<file path="config.mk">
export PLATFORM = sky130hd
export DESIGN_NAME = xbus_pe_receiver_flat
export DESIGN_NICKNAME = d
export VERILOG_FILES = /design/src/rtl/xbus_pe_receiver_if.sv /design/src/rtl/xbus_pe_receiver.sv /design/src/flat_wrapper.sv
export SDC_FILE = /design/constraint.sdc
export NUM_CORES = 1
export LEC_CHECK = 0
export CORE_MARGIN = 4
export CORE_UTILIZATION = 30
export CTS_CLUSTER_DIAMETER = 150
export CTS_CLUSTER_SIZE = 14
export DETAILED_ROUTE_END_ITERATION = 6
export DONT_BUFFER_PORTS = 1
export GPL_TIMING_DRIVEN = 0
export PLACE_DENSITY_LB_ADDON = 0.05
export SYNTH_ARGS = -nofsm -noshare
export SYNTH_HDL_FRONTEND = slang
export SYNTH_SLANG_ARGS = --single-unit
</file>
<file path="constraint.sdc">
create_clock -name clk -period 3.34 [get_ports clk]
set_clock_uncertainty 0.15 [all_clocks]
set_input_delay 0.501 -clock clk [delete_from_list [all_inputs] [get_ports clk]]
set_output_delay 0.501 -clock clk [all_outputs]
set_load 0.05 [all_outputs]
</file>
<file path="src/rtl/xbus_pe_receiver_if.sv">
// Bus bundle between the upstream X-bus driver and one PE receiver.
// The drop_count signal is present only when XBUS_RX_DROP_CNT_EN is defined.
interface xbus_pe_receiver_if #(
  parameter int DATA_WIDTH = 16,
  parameter int NUM_COL    = 4,
  parameter int FIFO_DEPTH = 4
);
  localparam int TW = $clog2(NUM_COL) + 1;
  localparam int CW = $clog2(FIFO_DEPTH) + 1;

  logic [TW-1:0]           X_ID;
  logic [TW-1:0]           X_TAG;
  logic                    flush;
  logic [DATA_WIDTH-1:0]   ifmap_data_G2B;
  logic [DATA_WIDTH-1:0]   fltr_data_G2B;
  logic [2*DATA_WIDTH-1:0] psum_data_G2B;
  logic [DATA_WIDTH-1:0]   ifmap_out;
  logic [DATA_WIDTH-1:0]   fltr_out;
  logic [2*DATA_WIDTH-1:0] psum_out;
  logic                    out_valid;
  logic                    out_ready;
  logic [CW-1:0]           count;
  logic                    full;
  logic                    empty;
  logic                    overflow;
  logic [1:0]              state;
`ifdef XBUS_RX_DROP_CNT_EN
  logic [15:0]             drop_count;
`endif

  modport master (
    output X_ID, X_TAG, flush, ifmap_data_G2B, fltr_data_G2B, psum_data_G2B, out_ready,
    input  ifmap_out, fltr_out, psum_out, out_valid, count, full, empty, overflow, state
`ifdef XBUS_RX_DROP_CNT_EN
    , input drop_count
`endif
  );

  modport slave (
    input  X_ID, X_TAG, flush, ifmap_data_G2B, fltr_data_G2B, psum_data_G2B, out_ready,
    output ifmap_out, fltr_out, psum_out, out_valid, count, full, empty, overflow, state
`ifdef XBUS_RX_DROP_CNT_EN
    , output drop_count
`endif
  );
endinterface

</file>
<file path="src/rtl/xbus_pe_receiver.sv">
// Tag-matched X-bus capture into a first-word-fall-through FIFO for one PE column.
// Optional XBUS_RX_DROP_CNT_EN adds a saturating 16-bit dropped-word counter.
module xbus_pe_receiver #(
  parameter int DATA_WIDTH = 16,
  parameter int NUM_COL    = 4,
  parameter int FIFO_DEPTH = 4
) (
  input  logic              clk,
  input  logic              rstn,
  xbus_pe_receiver_if.slave bus
);
  localparam int CW = $clog2(FIFO_DEPTH) + 1;
  localparam int PW = $clog2(FIFO_DEPTH);
  localparam int EW = 4 * DATA_WIDTH;

  typedef enum logic [1:0] {IDLE = 2'd0, ACTIVE = 2'd1, DRAIN = 2'd2} state_e;

  state_e          state_q, state_d;
  logic [EW-1:0]   mem_q [FIFO_DEPTH];
  logic [EW-1:0]   mem_d [FIFO_DEPTH];
  logic [PW-1:0]   wr_ptr_q, wr_ptr_d;
  logic [PW-1:0]   rd_ptr_q, rd_ptr_d;
  logic [CW-1:0]   count_q, count_d;
  logic            overflow_q, overflow_d;
  logic            full, empty, push_req, push, pop, drop;
  logic [EW-1:0]   head;
`ifdef XBUS_RX_DROP_CNT_EN
  logic [15:0]     drop_cnt_q, drop_cnt_d;

  function automatic logic [15:0] sat_inc16(input logic [15:0] v);
    return (v == 16'hFFFF) ? v : v + 16'd1;
  endfunction
`endif

  assign full     = (count_q == CW'(FIFO_DEPTH));
  assign empty    = (count_q == '0);
  assign push_req = (state_q == ACTIVE) && bus.flush && (bus.X_TAG == bus.X_ID);
  assign pop      = !empty && bus.out_ready;
  // A full FIFO still accepts a word when the head leaves in the same cycle.
  assign push     = push_req && (!full || pop);
  assign drop     = push_req && full && !pop;

  always_comb begin
    mem_d      = mem_q;
    wr_ptr_d   = wr_ptr_q;
    rd_ptr_d   = rd_ptr_q;
    overflow_d = overflow_q | drop;
    count_d    = count_q + CW'(push) - CW'(pop);
    if (push) begin
      mem_d[wr_ptr_q] = {bus.ifmap_data_G2B, bus.fltr_data_G2B, bus.psum_data_G2B};
      wr_ptr_d        = wr_ptr_q + 1'b1;
    end
    if (pop) rd_ptr_d = rd_ptr_q + 1'b1;
  end

  always_comb begin
    state_d = state_q;
    case (state_q)
      IDLE:    if (bus.flush) state_d = ACTIVE;
      ACTIVE:  if (!bus.flush) state_d = (count_d != '0) ? DRAIN : IDLE;
      DRAIN: begin
        if (bus.flush)            state_d = ACTIVE;
        else if (count_d == '0)   state_d = IDLE;
      end
      default: state_d = IDLE;
    endcase
  end

`ifdef XBUS_RX_DROP_CNT_EN
  always_comb begin
    drop_cnt_d = drop_cnt_q;
    if (drop) drop_cnt_d = sat_inc16(drop_cnt_q);
  end
`endif

  always_ff @(posedge clk) begin
    if (!rstn) begin
      state_q    <= IDLE;
      wr_ptr_q   <= '0;
      rd_ptr_q   <= '0;
      count_q    <= '0;
      overflow_q <= 1'b0;
      for (int i = 0; i < FIFO_DEPTH; i++) mem_q[i] <= '0;
`ifdef XBUS_RX_DROP_CNT_EN
      drop_cnt_q <= '0;
`endif
    end else begin
      state_q    <= state_d;
      wr_ptr_q   <= wr_ptr_d;
      rd_ptr_q   <= rd_ptr_d;
      count_q    <= count_d;
      overflow_q <= overflow_d;
      mem_q      <= mem_d;
`ifdef XBUS_RX_DROP_CNT_EN
      drop_cnt_q <= drop_cnt_d;
`endif
    end
  end

  assign head          = mem_q[rd_ptr_q];
  assign bus.ifmap_out = head[EW-1 -: DATA_WIDTH];
  assign bus.fltr_out  = head[2*DATA_WIDTH +: DATA_WIDTH];
  assign bus.psum_out  = head[2*DATA_WIDTH-1:0];
  assign bus.out_valid = !empty;
  assign bus.count     = count_q;
  assign bus.full      = full;
  assign bus.empty     = empty;
  assign bus.overflow  = overflow_q;
  assign bus.state     = state_q;
`ifdef XBUS_RX_DROP_CNT_EN
  assign bus.drop_count = drop_cnt_q;
`endif
endmodule

</file>
<file path="src/flat_wrapper.sv">
// flat-port wrapper written by rule: the top's interface ports become plain ports
module xbus_pe_receiver_flat 
#(
  parameter int DATA_WIDTH = 16,
  parameter int NUM_COL    = 4,
  parameter int FIFO_DEPTH = 4
)
  (clk, rstn, bus_X_ID, bus_X_TAG, bus_flush, bus_ifmap_data_G2B, bus_fltr_data_G2B, bus_psum_data_G2B, bus_out_ready, bus_ifmap_out, bus_fltr_out, bus_psum_out, bus_out_valid, bus_count, bus_full, bus_empty, bus_overflow, bus_state);
  xbus_pe_receiver_if #(.DATA_WIDTH(DATA_WIDTH), .NUM_COL(NUM_COL), .FIFO_DEPTH(FIFO_DEPTH)) bus_i ();
  input  logic clk;
  input  logic rstn;
  input wire logic [$bits(bus_i.X_ID)-1:0] bus_X_ID;
  input wire logic [$bits(bus_i.X_TAG)-1:0] bus_X_TAG;
  input wire logic [$bits(bus_i.flush)-1:0] bus_flush;
  input wire logic [$bits(bus_i.ifmap_data_G2B)-1:0] bus_ifmap_data_G2B;
  input wire logic [$bits(bus_i.fltr_data_G2B)-1:0] bus_fltr_data_G2B;
  input wire logic [$bits(bus_i.psum_data_G2B)-1:0] bus_psum_data_G2B;
  input wire logic [$bits(bus_i.out_ready)-1:0] bus_out_ready;
  output wire logic [$bits(bus_i.ifmap_out)-1:0] bus_ifmap_out;
  output wire logic [$bits(bus_i.fltr_out)-1:0] bus_fltr_out;
  output wire logic [$bits(bus_i.psum_out)-1:0] bus_psum_out;
  output wire logic [$bits(bus_i.out_valid)-1:0] bus_out_valid;
  output wire logic [$bits(bus_i.count)-1:0] bus_count;
  output wire logic [$bits(bus_i.full)-1:0] bus_full;
  output wire logic [$bits(bus_i.empty)-1:0] bus_empty;
  output wire logic [$bits(bus_i.overflow)-1:0] bus_overflow;
  output wire logic [$bits(bus_i.state)-1:0] bus_state;
  assign bus_i.X_ID = bus_X_ID;
  assign bus_i.X_TAG = bus_X_TAG;
  assign bus_i.flush = bus_flush;
  assign bus_i.ifmap_data_G2B = bus_ifmap_data_G2B;
  assign bus_i.fltr_data_G2B = bus_fltr_data_G2B;
  assign bus_i.psum_data_G2B = bus_psum_data_G2B;
  assign bus_i.out_ready = bus_out_ready;
  assign bus_ifmap_out = bus_i.ifmap_out;
  assign bus_fltr_out = bus_i.fltr_out;
  assign bus_psum_out = bus_i.psum_out;
  assign bus_out_valid = bus_i.out_valid;
  assign bus_count = bus_i.count;
  assign bus_full = bus_i.full;
  assign bus_empty = bus_i.empty;
  assign bus_overflow = bus_i.overflow;
  assign bus_state = bus_i.state;
  xbus_pe_receiver #(.DATA_WIDTH(DATA_WIDTH), .NUM_COL(NUM_COL), .FIFO_DEPTH(FIFO_DEPTH)) u_core (.clk(clk), .rstn(rstn), .bus(bus_i));
endmodule
</file>
==> out/qor.json, run 1 <==
{
  "status": "complete, no violations",
  "crit_arrival_ns": 3.45,
  "timing.hold.ws_ns": 0.0661,
  "detailroute.via_count": 7454,
  "grt_first_pass_wirelength_um": 50500,
  "netlist_instances": 1038,
  "post-synth-top-area-fraction_pct": 45.5,
  "initial_utilization_pct": 30.3,
  "root_buffer": "clkbuf_16",
  "hold_path_class": "input pin to flip-flop",
  "hold_vio_cnt_final": 0,
  "first_global_vias": 7798,
  "rows": 72,
  "synth.ff_latch_count": 266,
  "timing.final.setup_violations": 0,
  "critPathMaxStageDelay_ns": 0.78,
  "synthesis.nets": 1119,
  "gpl.final_weighted_congestion": 0.710,
  "crit_path_cell_trace": "or4b_1 -> buf_6 -> nor2b_1 -> ha_1 -> fa_1 -> xnor2_1 -> xnor2_1 -> nor3_1 -> nor4b_1",
  "antenna_violations_before_repair": 1,
  "post-dp-hpwl_um": 21900,
  "ys_async_sr_fraction_pct": 0,
  "tritoncts": "built",
  "worstMarginPinSlew_ns": 1.01,
  "worst_setup_path_end_kind": "flip-flop",
  "final_layout_size_suffix_gt1_share_pct": 12.1,
  "post-cts-setup-buffers": 0,
  "io-pin-count": 147,
  "drt_first_iter_violations": 262,
  "final_cell_mix": "nand2_1 (326), dfxtp_1 (266), mux2i_1 (258)",
  "irDropWorstVdd_uv": 311,
  "sequential_cell_area_mm2": 0.00533,
  "nets": 1144,
  "path_buf_inv": 1,
  "detailed_route_wl_um": 33500,
  "die_width_um": 206,
  "synth_flop_type": "dfxtp_1",
  "fin_total_pwr_uw": 6820,
  "grt_setup_unrepaired": "false",
  "yosysUniqueCellTypes": 29,
  "period_share_pct": 95.1,
  "grt_overflow_total": 0,
  "cap_viol_max_count": 0,
  "io_buffer_count": 0,
  "critPathSlowestCell": "dfxtp_1",
  "clock_tree.htree_level_count": 1,
  "critPathMaxFanout": 6,
  "cp.required_ns": 3.61,
  "final_util_pct": 33.5,
  "yosys-top-cells-area": "dfxtp_1 (45%), mux2i_1 (22%), mux4_2 (12%), nand2_1 (10%), buf_12 (4.1%)",
  "fillers": 3884,
  "final.setup.tns_ns": 0,
  "placed_area_mm2": 0.0124,
  "cell_mode_on_critical_path": "xnor2_1",
  "first_pass_iters": 5,
  "total_leakage_power_uw": 0.00417,
  "fp.dieH_um": 206,
  "die-area_mm2": 0.0422,
  "global_route.usage.total_pct": 15.7,
  "maxSlewHeadroom_pct": 32.6,
  "layout-area-overhead-vs-synth_pct": 10.6,
  "yosys_warnings": 0,
  "dominant_delay_contributor_by_cell_family_on_the_critical_path": "simple AND/OR/NAND/NOR gates",
  "insertedDiodeCount": 0,
  "timing.critical_path.from_type": "flip-flop",
  "timing.fmax_mhz": 315,
  "route.detailed.wl_per_inst_um": 21.2,
  "final_common_cell": "nand2_1",
  "grt_start_max_net_pins": 15,
  "post_synth_instance_area_mm2": 0.0117,
  "ctsLongestPathBuffers": 3,
  "multiInputGateArea_mm2": 0.00565,
  "clock_buffers_created_by_tritoncts": 22,
  "crit_type": "flip-flop to flip-flop",
  "routed_via_density": 4.72,
  "drc_errors": 0,
  "slew_violations": 0,
  "core-area_mm2": 0.0386,
  "clock_latency_ns": 0.52,
  "power.density_cell_area_mw_per_mm2": 527,
  "timing.final.crit_period_ns": 3.18,
  "clkTransAtPathRegs_ns": 0.07,
  "synth-edff-count": 0,
  "syn-mean-instance-area_um2": 11.3,
  "proportion_of_synthesized_chip_area_in_sequential_cells_pct": 45.5,
  "synth_largest_area_cell": "dfxtp_1",
  "cts_num_sinks": 266,
  "route.antenna.remaining_nets": 0,
  "design_area_mm2": 0.0129
}
[flip-flops by register name, summed over array words and instances, names as in the netlist]
signal	cells
u_core.mem_q	256
u_core.rd_ptr_q	2
u_core.bus.count	3
u_core.wr_ptr_q	2
u_core.bus.state	2
u_core.bus.overflow	1
[what timing repair did]
action	in CTS	in global routing
hold endpoints to repair	2	0
setup endpoints to repair	50	0
hold buffers	1	0
gates resized for setup	1	0
[synthesized netlist by cell type (2+ instances only)]
library cell    n
buf_6           2
buf_2           6
nand2_1       326
inv_1           7
clkbuf_1       42
buf_12         24
dfxtp_1       266
nor2_8          4
buf_1           3
and2_1          5
mux4_2         64
nand2_4         4
mux2i_1       258
ha_1            6
xnor2_1         7
[per-stage QoR]
stage / setup slack [ns] / cells
floorplan: 0.469 / 1038
global placement: 0.163 / 1556
detailed placement: 0.150 / 1556
CTS: 0.135 / 1580
global route: 0.0272 / 1580
finish: 0.162 / 1580
[path summary, 6_finish.rpt]
| path | endpoint | slack [ns] | depth (start not counted) | startpoint |
|---|---|---|---|---|
| setup / recovery | u_core.bus.state[1]$_SDFFE_PN0P_ | 0.16 | 9 | u_core.bus.count[2]$_SDFF_PN0_ |
| hold / removal | u_core.mem_q[239]$_SDFFE_PN0P_ | 0.07 | 2 | bus_fltr_data_G2B[15] |
| setup reg to reg | u_core.bus.state[1]$_SDFFE_PN0P_ | 0.16 | 9 | u_core.bus.count[2]$_SDFF_PN0_ |
| hold reg to reg | u_core.mem_q[73]$_SDFFE_PN0P_ | 0.30 | 2 | u_core.mem_q[73]$_SDFFE_PN0P_ |
[cell families (layout without fill, tap and decap cells)]
group / after synthesis / after routing / share of synthesized area (%)
and+or+nand+nor: 348 / 348 / 12.3
muxes: 322 / 322 / 34.4
DFF: 266 / 266 / 45.5
buffers and inverters: 84 / 108 / 6.22
xor gates and xnor gates: 8 / 8 / 0.599
adders and majority gates: 7 / 7 / 0.812
AOI/OAI and AO/OA: 3 / 3 / 0.182
[metal layers]
metal	part of all wire (%)	up-vias	GRT usage [%]	wire length, µm
met5	0.039	-	0	13
met4	1.3	2	2.51	424
met3	5.2	31	3.33	1720
met2	47	131	25.8	15700
met1	47	3691	21.7	15600
li1	-	3599	-	-
[power by group]
part           internal (µW)  leakage (µW)  total, µW  switching [µW]
combinational            383       0.00174       1120             739
sequential              3210       0.00214       3310             108
clock                   1210      0.000283       2380            1170
[cell type report]
type / count / area share (%)
Clock buffer: 23 / 4.45
Inverter: 7 / 0.203
Multi-Input combinational cell: 688 / 43.7
Tap cell: 518 / 5.01
Buffer: 77 / 5.43
Timing Repair Buffer: 1 / 0.0774
Sequential cell: 266 / 41.2
Note: power is estimated with default switching activity, not from simulation.
==> run 2, diff against run 1 <==
--- a/config.mk
+++ b/config.mk
@@ -5,7 +5,7 @@
 export SDC_FILE = /design/constraint.sdc
 export NUM_CORES = 1
 export LEC_CHECK = 0
-export CORE_MARGIN = 4
+export CORE_ASPECT_RATIO = 0.5
 export CORE_UTILIZATION = 30
 export CTS_CLUSTER_DIAMETER = 150
 export CTS_CLUSTER_SIZE = 14
==> run 2 against run 1 <==
  * Largest cell class unchanged
  * Critical path type unchanged
  * Hold slack worse by 0.013 ns
  * Non-clock buffer count unchanged
  * Cell count up 0.19%
  * Sequential power about the same
  * Register-to-register slack better by 0.03 ns
  * Combinational power about the same
  * Critical path depth unchanged
==> out/qor.json, run 2 (synthesis results as in run 1) <==
{
  "status": {"value": "complete, no violations", "change": "unchanged"},
  "die_width": {"value": 281, "unit": "µm", "change": "was 206 µm"},
  "grt_start_max_net_pins": {"value": 15, "change": "unchanged"},
  "core-area": {"value": 0.0379, "unit": "mm²", "change": "was 0.0386 mm²"},
  "detailed_route_wl": {"value": 32300, "unit": "µm", "change": "was 33500 µm"},
  "cts_num_sinks": {"value": 266, "change": "unchanged"},
  "root_buffer": {"value": "clkbuf_16", "change": "unchanged"},
  "cap_viol_max_count": {"value": 0, "change": "unchanged"},
  "timing.rr.end": {"value": "u_core.bus.state[1]$_SDFFE_PN0P_", "change": "unchanged"},
  "crit_path_cell_trace": {"value": "or4b_1 -> buf_6 -> nor2b_1 -> ha_1 -> fa_1 -> xnor2_1 -> xnor2_1 -> nor3_1 -> nor4b_1", "change": "unchanged"},
  "hold_path_class": {"value": "input pin to flip-flop", "change": "unchanged"},
  "rows": {"value": 50, "change": "was 72"},
  "detailroute.via_count": {"value": 7542, "change": "was 7454"},
  "use_met3": {"value": 3.16, "unit": "%", "change": "was 3.33%"},
  "critPathMaxFanout": {"value": 6, "change": "unchanged"},
  "met2_usage": {"value": 28.4, "unit": "%", "change": "was 25.8%"},
  "grt_overflow_total": {"value": 0, "change": "unchanged"},
  "critPathSlowestCell": {"value": "dfxtp_1", "change": "unchanged"},
  "critPathMaxStageDelay": {"value": 0.72, "unit": "ns", "change": "was 0.78 ns"},
  "clock_latency": {"value": 0.52, "unit": "ns", "change": "about the same"},
  "holdPathStages": {"value": 2, "change": "unchanged"},
  "crit_type": {"value": "flip-flop to flip-flop", "change": "unchanged"},
  "io-pin-count": {"value": 147, "change": "unchanged"},
  "crit_arrival": {"value": 3.42, "unit": "ns", "change": "was 3.45 ns"},
  "total_switching_power": {"value": 2010, "unit": "µW", "change": "was 2020 µW"},
  "drt_first_iter_violations": {"value": 290, "change": "was 262"},
  "register_ranked_first_by_flip_flop_count": {"value": "u_core.mem_q", "change": "unchanged"},
  "final_layout_size_suffix_gt1_share": {"value": 12.1, "unit": "%", "change": "unchanged"},
  "clock_power_share": {"value": 35.1, "unit": "%", "change": "was 34.9%"},
  "ctsLongestPathBuffers": {"value": 3, "change": "unchanged"},
  "post-cts-setup-buffers": {"value": 0, "change": "unchanged"},
  "routed_via_density": {"value": 4.76, "change": "was 4.72"},
  "sequential_cell_area": {"value": 0.00533, "unit": "mm²", "change": "unchanged"},
  "cp.required": {"value": 3.62, "unit": "ns", "change": "was 3.61 ns"},
  "timing.final.setup_violations": {"value": 0, "change": "unchanged"},
  "io_buffer_count": {"value": 0, "change": "unchanged"},
  "power.density_cell_area": {"value": 526, "unit": "mW/mm²", "change": "was 527 mW/mm²"},
  "antenna_violations_before_repair": {"value": 1, "change": "unchanged"},
  "worst_setup_path_end_kind": {"value": "flip-flop", "change": "unchanged"},
  "hold-path-endpoint": {"value": "u_core.mem_q[7]$_SDFFE_PN0P_", "change": "was u_core.mem_q[239]$_SDFFE_PN0P_"},
  "hold_start": {"value": "bus_psum_data_G2B[7]", "change": "was bus_fltr_data_G2B[15]"},
  "slew_violations": {"value": 0, "change": "unchanged"},
  "die-area": {"value": 0.0399, "unit": "mm²", "change": "was 0.0422 mm²"},
  "seq_power_share": {"value": 48.5, "unit": "%", "change": "was 48.6%"},
  "route.detailed.wl_per_inst": {"value": 20.4, "unit": "µm", "change": "was 21.2 µm"},
  "hold_vio_cnt_final": {"value": 0, "change": "unchanged"},
  "drc_errors": {"value": 0, "change": "unchanged"},
  "cell_mode_on_critical_path": {"value": "xnor2_1", "change": "unchanged"},
  "layout-area-overhead-vs-synth": {"value": 10.6, "unit": "%", "change": "about the same"},
  "timing.critical_path.from_type": {"value": "flip-flop", "change": "unchanged"},
  "clock_tree.htree_level_count": {"value": 1, "change": "unchanged"},
  "initial_utilization": {"value": 30.9, "unit": "%", "change": "was 30.3%"},
  "fin_total_pwr": {"value": 6810, "unit": "µW", "change": "was 6820 µW"},
  "multiInputGateArea": {"value": 0.00565, "unit": "mm²", "change": "unchanged"},
  "nets": {"value": 1144, "change": "unchanged"},
  "global_route.usage.total": {"value": 16.3, "unit": "%", "change": "was 15.7%"},
  "largest_register_ff_count": {"value": 256, "change": "unchanged"},
  "final.setup.tns": {"value": 0, "unit": "ns", "change": "unchanged"},
  "fp.dieH": {"value": 142, "unit": "µm", "change": "was 206 µm"},
  "period_share": {"value": 94.2, "unit": "%", "change": "was 95.1%"},
  "r2r-start": {"value": "u_core.bus.count[2]$_SDFF_PN0_", "change": "unchanged"},
  "grt_util_met1": {"value": 21.1, "unit": "%", "change": "was 21.7%"},
  "tritoncts": {"value": "built", "change": "unchanged"},
  "grt_setup_unrepaired": {"value": "false", "change": "unchanged"},
  "maxSlewHeadroom": {"value": 31.5, "unit": "%", "change": "was 32.6%"},
  "gpl.final_weighted_congestion": {"value": 0.722, "change": "was 0.710"},
  "timing.fmax": {"value": 318, "unit": "MHz", "change": "was 315 MHz"},
  "post-place-ws": {"value": 0.183, "unit": "ns", "change": "was 0.150 ns"},
  "setup_ws": {"value": 0.193, "unit": "ns", "change": "was 0.162 ns"},
  "p_int": {"value": 4800, "unit": "µW", "change": "about the same"},
  "timing.final.crit_period": {"value": 3.15, "unit": "ns", "change": "was 3.18 ns"},
  "combinationalPowerShare": {"value": 16.4, "unit": "%", "change": "was 16.5%"},
  "rrSetupSlack": {"value": 0.19, "unit": "ns", "change": "was 0.16 ns"},
  "fillers": {"value": 3798, "change": "was 3884"},
  "first_global_vias": {"value": 7798, "change": "unchanged"},
  "final_cell_mix": {"value": "nand2_1 (326), dfxtp_1 (266), mux2i_1 (258)", "change": "unchanged"},
  "power.share.switching": {"value": 29.5, "unit": "%", "change": "was 29.6%"},
  "post-dp-hpwl": {"value": 21200, "unit": "µm", "change": "was 21900 µm"},
  "irDropWorstVdd": {"value": 273, "unit": "µV", "change": "was 311 µV"},
  "final_common_cell": {"value": "nand2_1", "change": "unchanged"},
  "worstMarginPinSlew": {"value": 1.03, "unit": "ns", "change": "was 1.01 ns"},
  "rr_worst_depth": {"value": 9, "change": "unchanged"},
  "grt_first_pass_wirelength": {"value": 48800, "unit": "µm", "change": "was 50500 µm"},
  "busiest_layer": {"value": "met2", "change": "unchanged"},
  "route.antenna.remaining_nets": {"value": 0, "change": "unchanged"},
  "first_pass_iters": {"value": 4, "change": "was 5"},
  "clock_buffers_created_by_tritoncts": {"value": 22, "change": "unchanged"},
  "clkTransAtPathRegs": {"value": 0.07, "unit": "ns", "change": "about the same"},
  "total_leakage_power": {"value": 0.00417, "unit": "µW", "change": "unchanged"}
}
## run 2: worst max-delay path, delay by kind of cell, from the launching register on
kind | cells | cell delay, ns
XOR/XNOR | 2 | 0.33
adder cells (fa/ha/maj) | 2 | 0.60
AND/OR/NAND/NOR | 4 | 1.07
flip-flops | 1 | 0.72
buffers and inverters | 1 | 0.17
## run 2: stage by stage
step | instances | hold WS, ns | util, % | instance area, µm²
floorplan | 1038 | 0.282 | - | 11700
global placement | 1558 | 0.288 | 32.6 | 12400
detailed placement | 1558 | 0.296 | 32.6 | 12400
CTS | 1582 | 0.0196 | 34.1 | 12900
global route | 1582 | 0.0328 | 34.1 | 12900
finish | 1583 | 0.0531 | 34.1 | 12900
## run 2: cell type report
cell class,instances,share of cell area [%]
clock buffer,23,4.45
inverter,7,0.203
timing repair buffer,1,0.0773
buffer,77,5.43
sequential,266,41.1
antenna,1,0.0193
multi-input combinational,688,43.7
tap,520,5.03
## run 2: per-layer routing
| layer | wire length, µm | vias to the layer above |
|---|---|---|
| li1 | - | 3599 |
| met2 | 15700 | 106 |
| met3 | 1230 | 37 |
| met1 | 14800 | 3800 |
| met5 | 0 | - |
| met4 | 499 | 0 |
## run 2: power groups by stage
stage / Sequential [µW] / Clock, µW / Combinational (µW)
3_5_place_dp: 3380 / 0 / 1150
4_1_cts: 3300 / 2480 / 1150
5_1_grt: 3310 / 2610 / 1220
2_1_floorplan: 3370 / 0 / 873
6_report: 3300 / 2390 / 1120
3_3_place_gp: 3380 / 0 / 1150
## run 2: repair_timing
item,CTS,global route
resized for setup,1,0
endpoints found under the hold margin,2,0
setup endpoints to repair,50,0
hold buffers,1,0
## run 2: worst max-delay path by stage
| stage | startpoint | to | slack, ns |
|---|---|---|---|
| after floorplan | u_core.bus.count[2]$_SDFF_PN0_ | u_core.bus.state[1]$_SDFFE_PN0P_ | 0.47 |
| after global placement | u_core.bus.count[2]$_SDFF_PN0_ | u_core.bus.state[1]$_SDFFE_PN0P_ | 0.22 |
| after detailed placement | u_core.bus.count[2]$_SDFF_PN0_ | u_core.bus.state[1]$_SDFFE_PN0P_ | 0.18 |
| after CTS | u_core.rd_ptr_q[0]$_SDFFE_PN0P_ | bus_psum_out[24] | 0.15 |
| after global routing | u_core.bus.count[2]$_SDFF_PN0_ | u_core.bus.state[1]$_SDFFE_PN0P_ | 0.01 |
| final | u_core.bus.count[2]$_SDFF_PN0_ | u_core.bus.state[1]$_SDFFE_PN0P_ | 0.19 |
